<file path="src/rtl/keypad_entry.sv">
// rtl/keypad_entry.sv - debounced keypad key events feeding a multi-digit BCD entry buffer
//
// Purpose: synchronises the scanner key code, debounces press and release, emits one
// event per press and maintains a DIGITS-wide BCD entry buffer (nibble 0 = newest digit).
// Key 10 clears the buffer, or deletes the newest digit when KEYPAD_ENTRY_BACKSPACE_EN
// is defined. Key 11 commits the buffer to entered_bcd and empties it.
//
// Ports:
//   sys_clk_in   in   system clock, rising edge
//   reset        in   asynchronous active-high reset
//   num          in   scanner key code (0-9 digit, 10 delete, 11 enter, 12-14 ignored, 15 none)
//   value_bcd    out  live entry buffer
//   digit_count  out  digits held in the buffer
//   key_valid    out  one-cycle pulse per accepted key
//   key_code     out  code of the last accepted key
//   entered      out  one-cycle pulse on accepted enter
//   entered_bcd  out  buffer snapshot taken on enter
//   overflow     out  sticky flag: digit pressed while buffer full
//
// Build option: KEYPAD_ENTRY_BACKSPACE_EN
module keypad_entry #(
    parameter int DEBOUNCE_CYCLES = 2_000_000,
    parameter int DIGITS          = 4
) (
    input  logic                         sys_clk_in,
    input  logic                         reset,
    input  logic [3:0]                   num,
    output logic [4*DIGITS-1:0]          value_bcd,
    output logic [$clog2(DIGITS+1)-1:0]  digit_count,
    output logic                         key_valid,
    output logic [3:0]                   key_code,
    output logic                         entered,
    output logic [4*DIGITS-1:0]          entered_bcd,
    output logic                         overflow
);

    localparam int CW = $clog2(DEBOUNCE_CYCLES + 1);
    localparam int NW = $clog2(DIGITS + 1);
    localparam logic [CW-1:0] CNT_LAST = CW'(DEBOUNCE_CYCLES - 1);
    localparam logic [NW-1:0] FULL     = NW'(DIGITS);
    localparam logic [3:0]    NO_KEY   = 4'd15;

    typedef enum logic [1:0] {IDLE, PRESS_DB, HELD, REL_DB} state_t;

    state_t              state_q, state_d;
    logic [3:0]          sync1_q, sync2_q;
    logic [CW-1:0]       cnt_q, cnt_d;
    logic [3:0]          cand_q, cand_d;
    logic [4*DIGITS-1:0] value_q, value_d;
    logic [NW-1:0]       count_q, count_d;
    logic                kv_q, kv_d;
    logic [3:0]          code_q, code_d;
    logic                ent_q, ent_d;
    logic [4*DIGITS-1:0] entbcd_q, entbcd_d;
    logic                ovf_q, ovf_d;
    logic                accept;

    always_ff @(posedge sys_clk_in or posedge reset) begin
        if (reset) begin
            sync1_q  <= NO_KEY;
            sync2_q  <= NO_KEY;
            state_q  <= IDLE;
            cnt_q    <= '0;
            cand_q   <= NO_KEY;
            value_q  <= '0;
            count_q  <= '0;
            kv_q     <= 1'b0;
            code_q   <= NO_KEY;
            ent_q    <= 1'b0;
            entbcd_q <= '0;
            ovf_q    <= 1'b0;
        end else begin
            sync1_q  <= num;
            sync2_q  <= sync1_q;
            state_q  <= state_d;
            cnt_q    <= cnt_d;
            cand_q   <= cand_d;
            value_q  <= value_d;
            count_q  <= count_d;
            kv_q     <= kv_d;
            code_q   <= code_d;
            ent_q    <= ent_d;
            entbcd_q <= entbcd_d;
            ovf_q    <= ovf_d;
        end
    end

    always_comb begin
        state_d  = state_q;
        cnt_d    = cnt_q;
        cand_d   = cand_q;
        value_d  = value_q;
        count_d  = count_q;
        kv_d     = 1'b0;
        code_d   = code_q;
        ent_d    = 1'b0;
        entbcd_d = entbcd_q;
        ovf_d    = ovf_q;
        accept   = 1'b0;

        case (state_q)
            IDLE: begin
                if (sync2_q != NO_KEY) begin
                    cand_d  = sync2_q;
                    cnt_d   = '0;
                    state_d = PRESS_DB;
                end
            end
            PRESS_DB: begin
                // Any change of code during the press window is a glitch: drop it silently.
                if (sync2_q != cand_q) begin
                    state_d = IDLE;
                end else if (cnt_q == CNT_LAST) begin
                    accept  = 1'b1;
                    state_d = HELD;
                end else begin
                    cnt_d = cnt_q + 1'b1;
                end
            end
            HELD: begin
                // Other keys while held are ignored until a clean full release.
                if (sync2_q == NO_KEY) begin
                    cnt_d   = '0;
                    state_d = REL_DB;
                end
            end
            REL_DB: begin
                if (sync2_q != NO_KEY) begin
                    state_d = HELD;
                end else if (cnt_q == CNT_LAST) begin
                    state_d = IDLE;
                end else begin
                    cnt_d = cnt_q + 1'b1;
                end
            end
            default: state_d = IDLE;
        endcase

        if (accept) begin
            kv_d   = 1'b1;
            code_d = cand_q;
            if (cand_q < 4'd10) begin
                if (count_q < FULL) begin
                    value_d      = value_q << 4;
                    value_d[3:0] = cand_q;
                    count_d      = count_q + 1'b1;
                end else begin
                    ovf_d = 1'b1;
                end
            end else if (cand_q == 4'd10) begin
`ifdef KEYPAD_ENTRY_BACKSPACE_EN
                if (count_q != '0) begin
                    value_d = value_q >> 4;
                    count_d = count_q - 1'b1;
                    ovf_d   = 1'b0;
                end
`else
                value_d = '0;
                count_d = '0;
                ovf_d   = 1'b0;
`endif
            end else if (cand_q == 4'd11) begin
                ent_d    = 1'b1;
                entbcd_d = value_q;
                value_d  = '0;
                count_d  = '0;
                ovf_d    = 1'b0;
            end
        end
    end

    assign value_bcd   = value_q;
    assign digit_count = count_q;
    assign key_valid   = kv_q;
    assign key_code    = code_q;
    assign entered     = ent_q;
    assign entered_bcd = entbcd_q;
    assign overflow    = ovf_q;

endmodule
</file>
<file path="config.mk">
export PLATFORM = sky130hd
export DESIGN_NAME = keypad_entry
export DESIGN_NICKNAME = d
export VERILOG_FILES = /design/src/rtl/keypad_entry.sv
export SDC_FILE = /design/constraint.sdc
export NUM_CORES = 1
export LEC_CHECK = 0
export ABC_AREA = 1
export CAP_MARGIN = 20
export CORE_MARGIN = 10
export CORE_UTILIZATION = 60
export DETAILED_ROUTE_END_ITERATION = 10
export PLACE_DENSITY_LB_ADDON = 0.3
export SLEW_MARGIN = 40
export SYNTH_ARGS = -nofsm -noshare
export SYNTH_HDL_FRONTEND = slang
export SYNTH_SLANG_ARGS = --single-unit
</file>
<file path="constraint.sdc">
create_clock -name sys_clk_in -period 7.4 [get_ports sys_clk_in]
set_clock_uncertainty 0.1 [all_clocks]
set_input_delay 1.48 -clock sys_clk_in [delete_from_list [all_inputs] [get_ports sys_clk_in]]
set_output_delay 1.48 -clock sys_clk_in [all_outputs]
set_load 0.005 [all_outputs]
</file>
==> results.md, run 1 <==
- Outcome: completed
- DR vias: 3,197
- Pre-CTS setup slack: 4790 ps
- Crit path capture type: primary output
- Sequential area share after synthesis: 49.6%
- Critical Path Fanout Max: 2
- Post-synth net total: 488
- Share of power burned in the clock network: 31.9%
- Switching share of power: 34.9%
- Clock Latency Late Sink: 360 ps
- Worst Path Required: 5820 ps
- Largest net degree at the start of global routing: 78
- Bufs on Longest Clock Path: 2
- Boundary Pins: 48
- Layout cells sized above 1: 15.3%
- Initial DRC count: 255
- Final worst path period need: 2980 ps
- Clock root cell: clkbuf_8
- Overall routing resource usage: 17.1%
- Initial core utilization: 61.8%
- Placer Congestion: 0.847
- Final #Nets: 531
- Synthesis-stage register bit count: 77
- Delay-heaviest family, CP: flip-flops
- Post-route clock period utilization: 40.3%
- Max-Cap Viols: 0
- Startpoint types: register
- Buffers & Inverters on Critical Path: 1
- Final wirelength: 8.30 mm
- Yosys cell types: 30
- Sequential Power Share: 46.2%
- CTS tree: done
- Synthesis-to-finish area growth: 17.5%
- Clk sinks: 77
- HPWL after DPL: 5.96 mm
- RSZ-0062 raised after global routing: false
- Initial antenna violation count: 0
- Worst-path cell chain: clkdlybuf4s50_1
- PnR worst setup slack: 4420 ps
- Hold Vio Cnt, Final: 0
- DRC: 0
- Logic pwr share: 21.9%
- Hold-fix buffers at CTS: 0
- Total CTS buffers: 9
- Final Core Density: 72.6%
- Slew Viols, Final: 0
- Slew @ Worst Pin: 705 ps
- Global-route wire length before repair: 14.5 mm
- Post-Syn Area: 3930 um^2
- Core Area: 6350 um^2
- Die H: 101 um
- Max_slew headroom: 52.9%
- NetSw: 360 uW
- # port buffers: 47
- ANT cells: 0
- YS warnings: 0
- Aggregate negative setup slack: 0 ps
- Die X: 101 um
- Endpoints failing setup: 0
- CP arrival: 1400 ps
- DR pass1 iterations: 4
- H-tree Lvls: 3
- Crit Path Class: reg2out
- Internal power: 670 uW
- Die ar.: 10,200 um^2
- Global route total overflow: 0
- Post-CTS Setup Repair Bufs: 0
- Synth Instances: 480
- Via/cell ratio: 5.28
- Routed wire length per instance: 13.7 um
- Hold crit path type: reg2reg
- Peak VDD IR: 183 uV
- Fmax: 0.336 GHz
- Detail Route Antenna Nets: 0
- CTS clock-pin slew for the worst setup and hold paths: 90 ps
- Rows: 29
- Ys flop type: dfrtp_1
- CP max stage cell: dfstp_2
- Resize count post-CTS: 0
- Vias in the first global route: 3,145
- CP peak stage delay: 530 ps
- Leakage Power: 2.22 nW
- Asr flop ratio synth: 100%
- PD cells: 223 nW/um^2
- Post-synth EDFFs: 0
- Synthesized area per cell: 8.18 um^2
-- sequential cells by signal, summed over array words and instances (netlist names) --
register	flops
cand_q	4
cnt_q	21
digit_count	3
entered	1
entered_bcd	16
key_code	4
key_valid	1
overflow	1
state_q	2
sync1_q	4
sync2_q	4
value_bcd	16
-- cells by family after synthesis --
group	after synthesis	share of synthesized area [%]
AOI/OAI and AO/OA	27	5.07
xor gates and xnor gates	15	3.35
adders and majority gates	2	0.637
buffers and inverters	57	6.79
DFF	77	49.6
and+or+nand+nor	302	34.6
-- power by group through the flow --
| stage | clock network (mW) | registers, mW | logic (mW) |
|---|---|---|---|
| 3_3_place_gp | 0 | 0.482 | 0.212 |
| 4_1_cts | 0.336 | 0.475 | 0.228 |
| 2_1_floorplan | 0 | 0.477 | 0.180 |
| 5_1_grt | 0.353 | 0.479 | 0.256 |
| 3_5_place_dp | 0 | 0.483 | 0.224 |
| 6_report | 0.328 | 0.476 | 0.226 |
-- layout make-up --
cell class | count | area [um^2]
clock buffers | 10 | 138
clock inverters | 6 | 68.8
fillers | 448 | 1740
inverters | 39 | 146
multi-input cells | 346 | 1720
flip-flops and latches | 77 | 1950
well taps | 77 | 96.3
repair buffers | 50 | 497
-- Yosys cell counts (5+ instances only) --
master	n	area share, %
a21oi_1	6	0.77
buf_2	6	0.77
dfrtp_1	61	39
dfstp_2	16	11
inv_1	33	3.2
inv_2	5	0.48
nand2_1	186	18
nand2_2	11	1.8
nand3_1	20	2.6
nand4_1	26	4.1
nor2_1	44	4.2
o21ai_2	15	3.3
xor2_1	13	2.9
-- routing by layer --
layer,global-route usage [%],vias up,routed length (um)
met3,4.05,9,466
met1,21.5,1504,3650
met5,0,-,0
met4,6.52,0,108
met2,27.9,85,4070
li1,-,1599,-
-- per-stage QoR --
| step | instance area, um^2 | cells | hold WS [ps] | power [mW] |
|---|---|---|---|---|
| floorplan | 3930 | 480 | 245 | 0.657 |
| global placement | 4390 | 588 | 246 | 0.694 |
| detailed placement | 4410 | 589 | 248 | 0.707 |
| CTS | 4610 | 605 | 260 | 1.04 |
| global route | 4610 | 605 | 263 | 1.09 |
| finish | 4610 | 605 | 259 | 1.03 |
-- layout by cell type (no fill, tap or decap), types with 3 or more instances in the layout --
master / netlist / layout
xor2_1: 13 / 13
inv_1: 33 / 32
dfstp_2: 16 / 16
nand2_1: 186 / 186
nand3_1: 20 / 20
dfrtp_1: 61 / 61
clkdlybuf4s50_1: 0 / 47
nand2_2: 11 / 11
inv_2: 5 / 6
o21ai_2: 15 / 15
nor2_1: 44 / 44
clkbuf_8: 0 / 10
a21oi_1: 6 / 6
nand3_2: 3 / 3
nand4_1: 26 / 26
nor3_1: 3 / 3
-- worst paths after layout --
path / startpoint / end / cells after the start / slack [ps]
max: key_code[3] / key_code[3] / 1 / 4420
min: sync1_q[1] / sync2_q[1] / 0 / 260
max reg2reg: cand_q[2] / value_bcd[15] / 9 / 5150
min reg2reg: sync1_q[1] / sync2_q[1] / 0 / 260
max in group asynchronous: reset / cnt_q[16] / 3 / 5230
min in group asynchronous: reset / entered_bcd[10] / 3 / 1520
Note: power is estimated with default switching activity, not from simulation.
==> run 2: changes to the inputs <==
--- a/config.mk
+++ b/config.mk
@@ -8,7 +8,7 @@
 export ABC_AREA = 1
 export CAP_MARGIN = 20
 export CORE_MARGIN = 10
-export CORE_UTILIZATION = 60
+export CORE_UTILIZATION = 56
 export DETAILED_ROUTE_END_ITERATION = 10
 export PLACE_DENSITY_LB_ADDON = 0.3
 export SLEW_MARGIN = 40
==> constraint.sdc (replaced) <==
create_clock -name sys_clk_in -period 3 [get_ports sys_clk_in]
set_clock_uncertainty 0.1 [all_clocks]
set_input_delay 0.6 -clock sys_clk_in [delete_from_list [all_inputs] [get_ports sys_clk_in]]
set_output_delay 0.6 -clock sys_clk_in [all_outputs]
set_load 0.005 [all_outputs]
==> results.md, run 2 (same netlist as run 1, synthesis figures left out) <==
- Min-Delay Path Depth: 0 (unchanged)
- Routed wire length per instance: 13.4 um (-2.7%)
- Most common cell after layout, fill and taps aside: nand2_1
- Slew @ Worst Pin: 726 ps (+20.6 ps)
- Final hold slack: 257 ps (-1.64 ps)
- Worst Path Required: 3130 ps (-2690 ps)
- Internal power: 1.71 mW (+160%)
- Area of the multi-input gates: 1720 um^2 (unchanged)
- Die ar.: 10,800 um^2 (+5.7%)
- Met2 Use GR: 25.9% (-2.0 points)
- Clk sinks: 77 (unchanged)
- Min-delay src: sync1_q[0]
- Total CTS buffers: 9 (unchanged)
- Most frequent cells in the layout: nand2_1 (186), dfrtp_1 (61), clkdlybuf4s50_1 (47)
- Initial core utilization: 57.8% (-4.0 points)
- Met3 Usage GRT: 4.58% (+0.54 points)
- Vias in the first global route: 3,098 (-1.5%)
- NetSw: 870 uW (+140%)
- HPWL after DPL: 5.84 mm (-2.0%)
- Rows: 30 (+3.4%)
- Reg-to-Reg Start: cand_q[2]
- DR pass1 iterations: 4 (unchanged)
- Bufs on Longest Clock Path: 2 (unchanged)
- Clock Latency Late Sink: 350 ps (about the same)
- Worst hold endpoint: sync2_q[0]
- Crit path capture type: register
- Startpoint types: register
- CP arrival: 2400 ps (+1000 ps)
- Aggregate negative setup slack: 0 ps (unchanged)
- Initial DRC count: 129 (-49%)
- Post-route clock period utilization: 75.5%
- Peak VDD IR: 513 uV (+180%)
- Die H: 104 um (+2.8%)
- GRT Max-Usage Layer: met2
- Reg2reg end: value_bcd[13]
- DR vias: 3,184 (-0.41%)
- Outcome: completed
- Endpoints failing setup: 0 (unchanged)
- Crit Path Class: reg2reg
- Share of power burned in the clock network: 33.2% (+1.3 points)
- Detail Route Antenna Nets: 0 (unchanged)
- Hold-fix buffers at CTS: 0 (unchanged)
- PnR worst setup slack: 735 ps (-3690 ps)
- Core Area: 6790 um^2 (+7.0%)
- Max_slew headroom: 51.5% (-1.4 points)
- Largest net degree at the start of global routing: 78 (unchanged)
- Global route total overflow: 0 (unchanged)
- Final worst path period need: 2270 ps
- Critical Path Fanout Max: 33 (+31)
- ANT cells: 0 (unchanged)
- Leakage Power: 2.23 nW (+0.30%)
- Met1 Use GR: 19.1% (-2.4 points)
- Slew Viols, Final: 0 (unchanged)
- Switching share of power: 33.7% (-1.2 points)
- Placer Congestion: 0.894 (+5.6%)
- CTS tree: done
- Post-CTS Setup Repair Bufs: 0 (unchanged)
- PD cells: 555 nW/um^2 (+150%)
- Fin cells: 624 (+3.1%)
- Global-route wire length before repair: 14.3 mm (-1.1%)
- Boundary Pins: 48 (unchanged)
- Pre-CTS setup slack: 779 ps (-4010 ps)
- Via/cell ratio: 5.10 (-3.4%)
- Worst reg-to-reg path cell count: 9 (unchanged)
- # port buffers: 47 (unchanged)
- Initial antenna violation count: 0 (unchanged)
- Max-Cap Viols: 0 (unchanged)
- Clock root cell: clkbuf_8
- Resize count post-CTS: 0 (unchanged)
- Final #Nets: 531 (unchanged)
- RSZ-0062 raised after global routing: false
- Fmax: 0.441 GHz
- Layout cells sized above 1: 15.2% (-0.19 points)
- H-tree Lvls: 3 (unchanged)
- Sequential Area: 1950 um^2 (unchanged)
- Logic pwr share: 21.4% (-0.5 points)
- DRC: 0 (unchanged)
- Final wirelength: 8.33 mm (+0.36%)
- CTS clock-pin slew for the worst setup and hold paths: 80 ps (about the same)
- Top reg by flops: cnt_q
- Final Core Density: 68.5% (-4.2 points)
- Overall routing resource usage: 15.6% (-1.5 points)
- Hold crit path type: reg2reg
- Synthesis-to-finish area growth: 18.5%
- Sequential Power Share: 45.4% (-0.8 points)
- Placed cell count: 608 (+3.2%)
- Hold Vio Cnt, Final: 0 (unchanged)
- Die X: 104 um (+2.8%)
- Max reg flops: 21 (unchanged)
- Layout fillers: 536 (+20%)
- R2r setup slk: 730 ps (-4420 ps)
## run 2: cell count changes in the layout (fill, tap and decap cells not counted), sizes merged
cell    change
inv         -1
bufinv      +1
## run 2: final cells by class
| class | instances | share of cell area (%) |
|---|---|---|
| Clock buffer | 10 | 2.74 |
| Timing Repair Buffer | 50 | 10.9 |
| Clock inverter | 6 | 1.86 |
| Sequential cell | 77 | 41.9 |
| Multi-Input combinational cell | 346 | 37.0 |
| Inverter | 39 | 3.15 |
| Tap cell | 96 | 2.58 |
## run 2: worst max-delay path by stage
stage / from / to
after floorplan: reset / cnt_q[0]
after global placement: cand_q[3] / cnt_q[2]
after detailed placement: cand_q[2] / value_bcd[13]
after CTS: cand_q[2] / value_bcd[13]
after global routing: cand_q[2] / value_bcd[13]
final: cand_q[2] / value_bcd[13]
## run 2: per-layer routing
metal | vias up | wire length [um]
met5 | - | 0
met4 | 0 | 105
met3 | 12 | 390
met2 | 68 | 4020
met1 | 1508 | 3820
li1 | 1596 | -
## run 2: through the flow
stage	total power [mW]	instance area, um^2
floorplan	1.62	3930
global placement	1.72	4430
detailed placement	1.73	4440
CTS	2.59	4650
global route	2.71	4650
finish	2.58	4650
## run 2: power by group through the flow
stage | clock network (mW) | registers [mW] | logic [mW]
2_1_floorplan | 0 | 1.18 | 0.445
3_5_place_dp | 0 | 1.19 | 0.544
3_3_place_gp | 0 | 1.19 | 0.534
6_report | 0.856 | 1.17 | 0.553
5_1_grt | 0.912 | 1.18 | 0.618
4_1_cts | 0.866 | 1.17 | 0.551
## run 2: worst max-delay path, cell delays in order, from the launching register on
cell and delay (ps):
dfstp_2 610, inv_2 60, nand2_1 90, nand2_2 80
nor2_4 150, nand3_2 150, nor2_4 320, nand2_4 330
nand2_1 180, o21ai_2 60
